`config.mk`:
```
export PLATFORM = sky130hd
export DESIGN_NAME = img_binarize
export DESIGN_NICKNAME = d
export VERILOG_FILES = /design/src/rtl/img_binarize.sv
export SDC_FILE = /design/constraint.sdc
export NUM_CORES = 1
export LEC_CHECK = 0
export BUFFER_PORTS_ARGS = -buffer_cell sky130_fd_sc_hd__buf_2
export CORE_MARGIN = 10
export CORE_UTILIZATION = 43
export CTS_CLUSTER_DIAMETER = 150
export DETAILED_ROUTE_END_ITERATION = 8
export PLACE_DENSITY = 0.68
export SYNTH_ARGS = -nofsm -noshare
export SYNTH_HDL_FRONTEND = slang
export SYNTH_SLANG_ARGS = --single-unit
```
`constraint.sdc`:
```
create_clock -name clk -period 3.58 [get_ports clk]
set_clock_uncertainty 0.05 [all_clocks]
set_input_delay 0.716 -clock clk [delete_from_list [all_inputs] [get_ports clk]]
set_output_delay 0.716 -clock clk [all_outputs]
set_load 0.02 [all_outputs]
```
`src/rtl/img_binarize.sv`:
```
// RGB565 -> luma -> 1-bit threshold, 3-clk pipeline with hs/vs/de delayed to match.
// Threshold is manual or the previous frame's mean luma, divided out during blanking.
module img_binarize #(
  parameter logic [7:0] DEFAULT_TH = 8'd128,
  parameter bit         VS_POL     = 1'b1,
  parameter int         ACC_W      = 32,
  parameter int         CNT_W      = 24
) (
  input  logic        clk,
  input  logic        rst,
  input  logic        th_mode,
  input  logic [7:0]  th_manual,
  input  logic        in_hs,
  input  logic        in_vs,
  input  logic        in_de,
  input  logic [15:0] in_data,
  output logic        out_hs,
  output logic        out_vs,
  output logic        out_de,
  output logic        out_data,
  output logic [7:0]  cur_th,
  output logic        busy
);

  localparam int DC_W = $clog2(ACC_W + 1);

  typedef enum logic [1:0] {IDLE, DIV, LOAD} state_t;

  // Stage 1: channel expansion and weighted products
  logic [7:0]  r8, g8, b8;
  logic [15:0] pr_q, pg_q, pb_q;
  logic        hs1_q, vs1_q, de1_q;

  assign r8 = {in_data[15:11], in_data[15:13]};
  assign g8 = {in_data[10:5],  in_data[10:9]};
  assign b8 = {in_data[4:0],   in_data[4:2]};

  always_ff @(posedge clk) begin
    if (rst) begin
      pr_q  <= '0;
      pg_q  <= '0;
      pb_q  <= '0;
      hs1_q <= 1'b0;
      vs1_q <= 1'b0;
      de1_q <= 1'b0;
    end else begin
      pr_q  <= 16'(r8) * 16'd77;
      pg_q  <= 16'(g8) * 16'd150;
      pb_q  <= 16'(b8) * 16'd29;
      hs1_q <= in_hs;
      vs1_q <= in_vs;
      de1_q <= in_de;
    end
  end

  // Stage 2: luma; weights sum to 256 so the sum never exceeds 16 bits
  logic [7:0] y2_q;
  logic       hs2_q, vs2_q, de2_q;

  always_ff @(posedge clk) begin
    if (rst) begin
      y2_q  <= '0;
      hs2_q <= 1'b0;
      vs2_q <= 1'b0;
      de2_q <= 1'b0;
    end else begin
      y2_q  <= 8'((pr_q + pg_q + pb_q) >> 8);
      hs2_q <= hs1_q;
      vs2_q <= vs1_q;
      de2_q <= de1_q;
    end
  end

  // Stage 3: threshold and sync outputs
  logic       out_hs_q, out_vs_q, out_de_q, out_data_q;
  logic [7:0] cur_th_q, cur_th_d;

  always_ff @(posedge clk) begin
    if (rst) begin
      out_hs_q   <= 1'b0;
      out_vs_q   <= 1'b0;
      out_de_q   <= 1'b0;
      out_data_q <= 1'b0;
    end else begin
      out_hs_q   <= hs2_q;
      out_vs_q   <= vs2_q;
      out_de_q   <= de2_q;
      out_data_q <= de2_q && (y2_q >= cur_th_q);
    end
  end

  // out_vs_q doubles as the extra vs2 delay for edge detection
  logic frame_edge;
  assign frame_edge = (vs2_q == VS_POL) && (out_vs_q != VS_POL);

  // Per-frame luma sum and pixel count, both saturating
  logic [ACC_W-1:0] sum_q, sum_sat;
  logic [ACC_W:0]   sum_inc;
  logic [CNT_W-1:0] cnt_q, cnt_sat;

  assign sum_inc = {1'b0, sum_q} + (ACC_W+1)'(y2_q);
  assign sum_sat = sum_inc[ACC_W] ? '1 : sum_inc[ACC_W-1:0];
  assign cnt_sat = (&cnt_q) ? cnt_q : cnt_q + 1'b1;

  always_ff @(posedge clk) begin
    if (rst) begin
      sum_q <= '0;
      cnt_q <= '0;
    end else if (frame_edge) begin
      sum_q <= de2_q ? ACC_W'(y2_q) : '0;
      cnt_q <= de2_q ? CNT_W'(1)    : '0;
    end else if (de2_q) begin
      sum_q <= sum_sat;
      cnt_q <= cnt_sat;
    end
  end

  // Restoring divider: dividend shifts out of dq_q while quotient bits shift in
  state_t           state_q, state_d;
  logic [DC_W-1:0]  div_cnt_q, div_cnt_d;
  logic [ACC_W-1:0] dq_q, dq_d;
  logic [CNT_W-1:0] rem_q, rem_d, dvs_q, dvs_d;
  logic [CNT_W:0]   trial, diff;
  logic             qbit;

  assign trial = {rem_q, dq_q[ACC_W-1]};
  assign diff  = trial - {1'b0, dvs_q};
  assign qbit  = ~diff[CNT_W];

  always_ff @(posedge clk) begin
    if (rst) begin
      state_q   <= IDLE;
      div_cnt_q <= '0;
      dq_q      <= '0;
      rem_q     <= '0;
      dvs_q     <= '0;
      cur_th_q  <= DEFAULT_TH;
    end else begin
      state_q   <= state_d;
      div_cnt_q <= div_cnt_d;
      dq_q      <= dq_d;
      rem_q     <= rem_d;
      dvs_q     <= dvs_d;
      cur_th_q  <= cur_th_d;
    end
  end

  always_comb begin
    state_d   = state_q;
    div_cnt_d = div_cnt_q;
    dq_d      = dq_q;
    rem_d     = rem_q;
    dvs_d     = dvs_q;
    cur_th_d  = cur_th_q;
    case (state_q)
      IDLE: begin
        if (frame_edge) begin
          if (!th_mode) begin
            cur_th_d = th_manual;
          end else if (cnt_q != '0) begin
            state_d   = DIV;
            dq_d      = sum_q;
            dvs_d     = cnt_q;
            rem_d     = '0;
            div_cnt_d = '0;
          end
        end
      end
      DIV: begin
        if (div_cnt_q == DC_W'(ACC_W)) begin
          state_d = LOAD;
        end else begin
          dq_d      = {dq_q[ACC_W-2:0], qbit};
          rem_d     = qbit ? diff[CNT_W-1:0] : trial[CNT_W-1:0];
          div_cnt_d = div_cnt_q + 1'b1;
        end
      end
      LOAD: begin
        // mean of 8-bit samples always fits in 8 bits
        cur_th_d = dq_q[7:0];
        state_d  = IDLE;
      end
      default: state_d = IDLE;
    endcase
  end

  assign out_hs   = out_hs_q;
  assign out_vs   = out_vs_q;
  assign out_de   = out_de_q;
  assign out_data = out_data_q;
  assign cur_th   = cur_th_q;
  assign busy     = (state_q != IDLE);

endmodule

```
==> impl_metrics.prom, run 1 <==
# TYPE chip_impl_metric gauge
chip_impl_metric{name="slew_headroom",unit="%"} 26.5
chip_impl_metric{name="maxSlewViolCount",unit=""} 0
chip_impl_metric{name="die_h",unit="um"} 195
chip_impl_metric{name="initial_core_util",unit="%"} 43.9
chip_impl_metric{name="dp_worst_setup_slack",unit="ps"} -343
chip_impl_metric{name="critical_path_peak_fanout",unit=""} 2
chip_impl_metric{name="maxCapViolCount",unit=""} 0
chip_impl_info{name="holdCritPathClass",value="in -> reg"} 1
chip_impl_metric{name="track_usage",unit="%"} 14.8
chip_impl_metric{name="r2r_cells",unit=""} 12
chip_impl_metric{name="final_hold_viol_count",unit=""} 0
chip_impl_info{name="synth.most_common_cell",value="dfxtp_1"} 1
chip_impl_metric{name="grt_max_degree",unit=""} 45
chip_impl_metric{name="vias",unit=""} 10800
chip_impl_metric{name="ant_nets",unit=""} 0
chip_impl_metric{name="grt_pass1_vias",unit=""} 10600
chip_impl_metric{name="clockBufferDepth",unit=""} 3
chip_impl_metric{name="drt_pass1_iterations",unit=""} 5
chip_impl_info{name="synth_area_leaders",value="dfxtp_1 (33%), ha_1 (15%), fa_1 (6.0%)"} 1
chip_impl_metric{name="power_density",unit="mW/mm2"} 487
chip_impl_metric{name="grt_residual_overflow",unit=""} 0
chip_impl_metric{name="clkLatencyLatePin",unit="ps"} 540
chip_impl_metric{name="post-route-drc-count",unit=""} 0
chip_impl_metric{name="lkg_pwr",unit="uW"} 0.00661
chip_impl_info{name="rsz0062_at_grt",value="false"} 1
chip_impl_info{name="cp-end-kind",value="flip-flop"} 1
chip_impl_metric{name="max_clock_freq",unit="MHz"} 295
chip_impl_metric{name="wl_per_cell",unit="um"} 14.2
chip_impl_metric{name="finalWorstPathRequiredPeriod",unit="ps"} 3390
chip_impl_metric{name="pin_count",unit=""} 43
chip_impl_metric{name="mappedNetlistArea",unit="mm2"} 0.0131
chip_impl_metric{name="post_route_clock_period_utilization",unit="%"} 94.7
chip_impl_metric{name="post_cts.repair.setup_buffers",unit=""} 0
chip_impl_metric{name="placeableCoreArea",unit="mm2"} 0.0299
chip_impl_info{name="synth.cells.most_frequent",value="dfxtp_1 (213), ha_1 (155), nand2_1 (154), inv_1 (126), nor2_1 (120)"} 1
chip_impl_metric{name="synth.distinct_cells",unit=""} 66
chip_impl_metric{name="placement_rows",unit=""} 63
chip_impl_metric{name="clk_transition_reported_paths",unit="ps"} 50
chip_impl_info{name="ys.flop_type",value="dfxtp_1"} 1
chip_impl_metric{name="worst_pin_slew",unit="ps"} 1100
chip_impl_metric{name="drt_iter0_drc",unit=""} 619
chip_impl_metric{name="timing.final.ws_setup",unit="ps"} 192
chip_impl_metric{name="synth_top_cell_area_share",unit="%"} 32.5
chip_impl_metric{name="route.final.wire_length",unit="um"} 28600
chip_impl_info{name="crit-reg2reg-capture",value="rem_q[19]"} 1
chip_impl_metric{name="synth-warning-count",unit=""} 0
chip_impl_metric{name="synth_sequential_area_ratio",unit="%"} 32.5
chip_impl_metric{name="syn_inst",unit=""} 1521
chip_impl_metric{name="cts_sinks",unit=""} 213
chip_impl_metric{name="grt_first_pass_wirelength",unit="um"} 49600
chip_impl_metric{name="synth_enable_flop_cells",unit=""} 0
chip_impl_metric{name="vdd_ir_drop_max",unit="mV"} 0.353
chip_impl_metric{name="h-tree-depth",unit=""} 1
chip_impl_metric{name="critical_path_data_arrival_time",unit="ps"} 3730
chip_impl_metric{name="avgViaCountPerCell",unit=""} 5.35
chip_impl_metric{name="layout_overhead_on_the_synthesized_area",unit="%"} 14.3
chip_impl_metric{name="totalPowerFinal",unit="uW"} 7300
chip_impl_info{name="crit_path_start",value="in_data[12]"} 1
chip_impl_metric{name="ff2ff_setup_slack",unit="ps"} 450
chip_impl_metric{name="antenna_found_initial",unit=""} 0
chip_impl_info{name="tritoncts",value="yes"} 1
chip_impl_metric{name="setup_viol_count_final",unit=""} 0
chip_impl_info{name="area_leader_netlist",value="dfxtp_1"} 1
chip_impl_metric{name="average_cell_area_after_synthesis",unit="um2"} 8.62
chip_impl_metric{name="finish.net_count",unit=""} 1831
chip_impl_info{name="outcome",value="completed"} 1
chip_impl_metric{name="synthArstFlopShare",unit="%"} 0
chip_impl_metric{name="die_w",unit="um"} 195
chip_impl_metric{name="gp_congestion",unit=""} 0.856
chip_impl_metric{name="cts.hold.buffers_added",unit=""} 0
chip_impl_info{name="endpoint",value="pr_q[13]"} 1
chip_impl_metric{name="io_buffers",unit=""} 42
chip_impl_metric{name="data_required_time_of_the_critical_path",unit="ps"} 3920
chip_impl_metric{name="ys_ff_latch",unit=""} 213
chip_impl_metric{name="fp.dieArea",unit="mm2"} 0.0379
chip_impl_info{name="critPathLaunchType",value="input pin"} 1
chip_impl_metric{name="synth_fp_nets",unit=""} 1745
chip_impl_metric{name="cts-buffers-inserted",unit=""} 25
chip_impl_metric{name="layout-drive-gt1-share",unit="%"} 11.1
chip_impl_metric{name="post-dp-hpwl",unit="um"} 21300
chip_impl_info{name="worst_r2r_startpoint",value="dq_q[31]"} 1
chip_impl_info{name="worst-setup-path-type",value="in -> reg"} 1
chip_impl_metric{name="antennaDiodeCount",unit=""} 0
chip_impl_info{name="cts_root_buffer",value="clkbuf_16"} 1
[report_power, final]
group / switching (uW) / internal [uW]
clock network: 1010 / 1460
logic: 1110 / 1050
registers: 113 / 2550
[layout by cell type (no fill, tap or decap), types with 23 or more instances in the layout]
master / instances
dfxtp_1: 213
ha_1: 155
nand2_1: 154
inv_1: 126
nor2_1: 120
a21oi_1: 108
buf_4: 78
nand3_1: 71
o21ai_0: 53
xor2_1: 42
buf_2: 41
fa_1: 39
nor3_1: 34
xnor2_1: 34
a211oi_1: 32
and3_1: 26
nor2b_1: 25
clkbuf_16: 25
mux2i_1: 23
[layer usage]
metal	global-route usage, %	wire length [um]
met5	0	0
met4	3.12	443
met3	1.88	1030
met2	25.6	13500
met1	19.1	13600
[state kept, by name, summed over array words and instances (netlist names), 6 cells and up]
signal	cells
cur_th	8
dvs_q	24
pb_q	13
sum_q	32
rem_q	24
div_cnt_q	6
pr_q	15
cnt_q	24
pg_q	15
dq_q	32
y2_q	8
[area by class of cell]
| type | instances | area [um2] |
|---|---|---|
| Timing Repair Buffer | 119 | 791 |
| Fill cell | 2774 | 14900 |
| Inverter | 126 | 473 |
| Multi-Input combinational cell | 1122 | 8170 |
| Sequential cell | 213 | 4260 |
| Clock buffer | 35 | 713 |
| Clock inverter | 9 | 87.6 |
| Tap cell | 390 | 488 |
[timing repair]
| item | CTS | global route |
|---|---|---|
| resized for setup | 0 | 3 |
| endpoints found under the setup margin | 0 | 2 |
| endpoints found under the hold margin | 0 | 0 |
[worst min-delay path by stage]
stage                     cells past startpoint  startpoint  slack, ps     to
final                                         2       in_hs        370  hs1_q
after global routing                          2       in_hs        400  hs1_q
after CTS                                     2       in_hs        350  hs1_q
after detailed placement                      1       de1_q        380  de2_q
after global placement                        1       hs1_q        360  hs2_q
after floorplan                               1       de1_q        360  de2_q
[cell families (layout without fill, tap and decap cells)]
| family | Yosys count | after routing | share of synthesized area [%] |
|---|---|---|---|
| XOR/XNOR | 78 | 78 | 5.27 |
| multiplexers | 23 | 23 | 1.76 |
| adder cells (fa/ha/maj) | 194 | 194 | 20.7 |
| buffers and inverters | 186 | 289 | 5.52 |
| flip-flops | 213 | 213 | 32.5 |
| AO/OA/AOI/OAI | 322 | 322 | 16.0 |
| AND/OR/NAND/NOR | 505 | 505 | 18.2 |
[worst max-delay path: stages]
cell and delay, ps:
buf_2 110, ha_1 290, ha_1 270, inv_1 50, fa_1 510, fa_1 520, inv_1 40, ha_1 310
inv_1 80, a21oi_1 50, o21ai_1 170, a21oi_1 110, o211ai_1 240, nand3b_1 90, nor3b_2 160
[metrics by stage]
step / std cells / cell area [um2] / setup TNS [ps] / util, % / hold WS, ps
2_1_floorplan: 1521 / 13100 / -13.6 / - / 364
3_3_place_gp: 1970 / 14200 / -2090 / 47.5 / 365
3_5_place_dp: 1970 / 14200 / -2920 / 47.5 / 379
4_1_cts: 2014 / 15000 / 0 / 50.2 / 352
6_report: 2014 / 15000 / 0 / 50.2 / 368
5_1_grt: 2014 / 15000 / 0 / 50.2 / 399
(Power assumes the default switching activity.)
==> inputs of run 2 (changes only) <==
- SETUP_SLACK_MARGIN: not set -> 0.5
==> impl_metrics.prom, run 2 (synthesis results as in run 1) <==
# TYPE chip_impl_metric gauge
chip_impl_metric{name="cts_sinks",unit=""} 213
chip_impl_metric{name="drt_iter0_drc",unit=""} 502
chip_impl_info{name="path_delay_family",value="adder cells"} 1
chip_impl_metric{name="drt_pass1_iterations",unit=""} 4
chip_impl_metric{name="avgViaCountPerCell",unit=""} 5.33
chip_impl_metric{name="setup_tns",unit="ps"} 0
chip_impl_metric{name="critical-path-max-stage-delay",unit="ps"} 480
chip_impl_info{name="cts_root_buffer",value="clkbuf_16"} 1
chip_impl_metric{name="fp.dieArea",unit="mm2"} 0.0379
chip_impl_metric{name="max_clock_freq",unit="MHz"} 325
chip_impl_info{name="cp-end-kind",value="flip-flop"} 1
chip_impl_metric{name="placed_cell_area",unit="mm2"} 0.0142
chip_impl_info{name="holdCritPathClass",value="in -> reg"} 1
chip_impl_metric{name="antenna_found_initial",unit=""} 0
chip_impl_info{name="outcome",value="completed"} 1
chip_impl_metric{name="die_h",unit="um"} 195
chip_impl_info{name="timing.critical_path.mode_cell",value="ha_4"} 1
chip_impl_info{name="crit-reg2reg-capture",value="rem_q[0]"} 1
chip_impl_metric{name="ant_nets",unit=""} 0
chip_impl_metric{name="hold_path_depth",unit=""} 2
chip_impl_metric{name="data_required_time_of_the_critical_path",unit="ps"} 3940
chip_impl_info{name="layout.cells.most_common",value="dfxtp_1"} 1
chip_impl_info{name="tritoncts",value="yes"} 1
chip_impl_info{name="worst-setup-path-type",value="in -> reg"} 1
chip_impl_info{name="critical_path.slowest_cell",value="fa_1"} 1
chip_impl_metric{name="layout.cell_area.non_filler",unit="mm2"} 0.0155
chip_impl_metric{name="grt_max_degree",unit=""} 62
chip_impl_metric{name="clkLatencyLatePin",unit="ps"} 530
chip_impl_metric{name="r2r_cells",unit=""} 12
chip_impl_info{name="biggestRegsByFlops",value="dq_q: 32 flops, sum_q: 32 flops"} 1
chip_impl_metric{name="io_buffers",unit=""} 42
chip_impl_metric{name="worst_pin_slew",unit="ps"} 1060
chip_impl_metric{name="critical_path_peak_fanout",unit=""} 3
chip_impl_metric{name="grt_pass1_vias",unit=""} 10400
chip_impl_metric{name="die_w",unit="um"} 195
chip_impl_metric{name="number_of_buffer_and_inverter_instances_along_the_worst_setup_path",unit=""} 3
chip_impl_info{name="critPathLaunchType",value="input pin"} 1
chip_impl_metric{name="vdd_ir_drop_max",unit="mV"} 0.400
chip_impl_metric{name="layout.filler_cells",unit=""} 2707
chip_impl_metric{name="post-dp-hpwl",unit="um"} 21300
chip_impl_metric{name="finalWorstPathRequiredPeriod",unit="ps"} 3080
chip_impl_metric{name="vias",unit=""} 10700
chip_impl_metric{name="gp_congestion",unit=""} 0.836
chip_impl_metric{name="pin_count",unit=""} 43
chip_impl_metric{name="lkg_pwr",unit="uW"} 0.00659
chip_impl_metric{name="final_core_utilization",unit="%"} 51.8
chip_impl_metric{name="placeableCoreArea",unit="mm2"} 0.0299
chip_impl_metric{name="post-route-drc-count",unit=""} 0
chip_impl_metric{name="grt_residual_overflow",unit=""} 0
chip_impl_metric{name="h-tree-depth",unit=""} 1
chip_impl_metric{name="wl_per_cell",unit="um"} 14.9
chip_impl_metric{name="ff2ff_setup_slack",unit="ps"} 620
chip_impl_metric{name="maxCapViolCount",unit=""} 0
chip_impl_metric{name="track_usage",unit="%"} 14.8
chip_impl_metric{name="power_density",unit="mW/mm2"} 484
chip_impl_metric{name="post_route_clock_period_utilization",unit="%"} 85.9
chip_impl_metric{name="initial_core_util",unit="%"} 43.9
chip_impl_metric{name="cts-buffers-inserted",unit=""} 25
chip_impl_metric{name="instances_no_fill",unit=""} 2005
chip_impl_metric{name="setup_viol_count_final",unit=""} 0
chip_impl_metric{name="finish.net_count",unit=""} 1822
chip_impl_metric{name="clk_transition_reported_paths",unit="ps"} 60
chip_impl_info{name="final_cell_mix",value="dfxtp_1 (213), nand2_1 (154), ha_1 (126), nor2_1 (120), inv_1 (116)"} 1
chip_impl_metric{name="route.final.wire_length",unit="um"} 29900
chip_impl_metric{name="layout_overhead_on_the_synthesized_area",unit="%"} 18.0
chip_impl_metric{name="grt_first_pass_wirelength",unit="um"} 49600
chip_impl_info{name="rsz0062_at_grt",value="true"} 1
chip_impl_metric{name="antennaDiodeCount",unit=""} 0
chip_impl_metric{name="maxSlewViolCount",unit=""} 0
chip_impl_metric{name="final_hold_viol_count",unit=""} 0
chip_impl_metric{name="slew_headroom",unit="%"} 29.1
chip_impl_metric{name="dp.cells",unit=""} 1952
chip_impl_info{name="timing.hold.worst.start",value="in_hs"} 1
chip_impl_info{name="worst_hold_path_ep",value="hs1_q"} 1
chip_impl_info{name="crit_path_cell_trace",value="buf_8 > ha_4 > ha_4 > inv_2 > fa_1 > inv_1 > fa_2 > ha_4 > a2111o_1 > a41oi_2 > o21ai_2 > xnor2_1 > nor2_1"} 1
chip_impl_info{name="worst_r2r_startpoint",value="dq_q[31]"} 1
chip_impl_metric{name="clockBufferDepth",unit=""} 3
chip_impl_metric{name="placement_rows",unit=""} 63
chip_impl_metric{name="layout-drive-gt1-share",unit="%"} 14.4
chip_impl_metric{name="critical_path_data_arrival_time",unit="ps"} 3440
==> run 2: cell count changes in the layout (fill, tap and decap cells not counted), sizes merged <==
cell,delta
clkbuf,+6
buf,-10
clkinv,-4
bufinv,-1
==> run 2: report_power, final <==
group          internal [uW]  total, uW  switching [uW]
combinational           1200       2470            1280
clock                   1360       2350             992
sequential              2550       2670             115
total                   5110       7490            2380
==> run 2: metal layers <==
layer	global-route usage, %	part of all wire (%)	vias up
met3	2.01	3.1	37
met5	0	0	-
li1	-	-	5463
met1	19.3	47	5034
met2	25.3	48	145
met4	3.46	1.7	0
==> run 2: final cells by class <==
class / instances / area, um2 / share of cell area (%)
tap: 390 / 488 / 3.15
clock inverter: 4 / 37.5 / 0.243
timing repair buffer: 110 / 815 / 5.26
multi-input combinational: 1122 / 8690 / 56.1
sequential: 213 / 4260 / 27.5
clock buffer: 40 / 712 / 4.60
inverter: 126 / 475 / 3.07
==> run 2: repair_timing <==
action | 4_1_cts | 5_1_grt
setup buffers | 0 | 8
resized for setup | 8 | 61
hold buffers | 0 | 0
setup endpoints to repair | 6 | 38
gates cloned | 0 | 1
pin swaps | 0 | 36
==> run 2: how the worst max path moves through the flow <==
stage	start	to	slack, ps	cells after the start
after floorplan	in_data[7]	pg_q[14]	120	12
after global placement	in_data[7]	pg_q[14]	-80	13
after detailed placement	in_data[7]	pg_q[14]	-110	13
after CTS	in_data[7]	pg_q[14]	480	13
after global routing	in_data[6]	pg_q[14]	440	13
final	in_data[7]	pg_q[14]	500	13
==> run 2: worst reg2reg max path: cells and delay by family, from the launching register on <==
kind                       cells  cell delay (ps)
AOI/OAI and AO/OA              5             1080
adders and majority gates      2              640
DFF                            1              330
and+or+nand+nor                2              260
buffers and inverters          2              250
xor gates and xnor gates       1              250
==> run 2: stage by stage <==
step           hold WS (ps)  total power [uW]  setup WS [ps]
2_1_floorplan           364              4320            121
3_3_place_gp            364              4860          -81.9
3_5_place_dp            378              4930           -111
4_1_cts                 317              7330            485
5_1_grt                 346              8000            436
6_report                338              7490            505
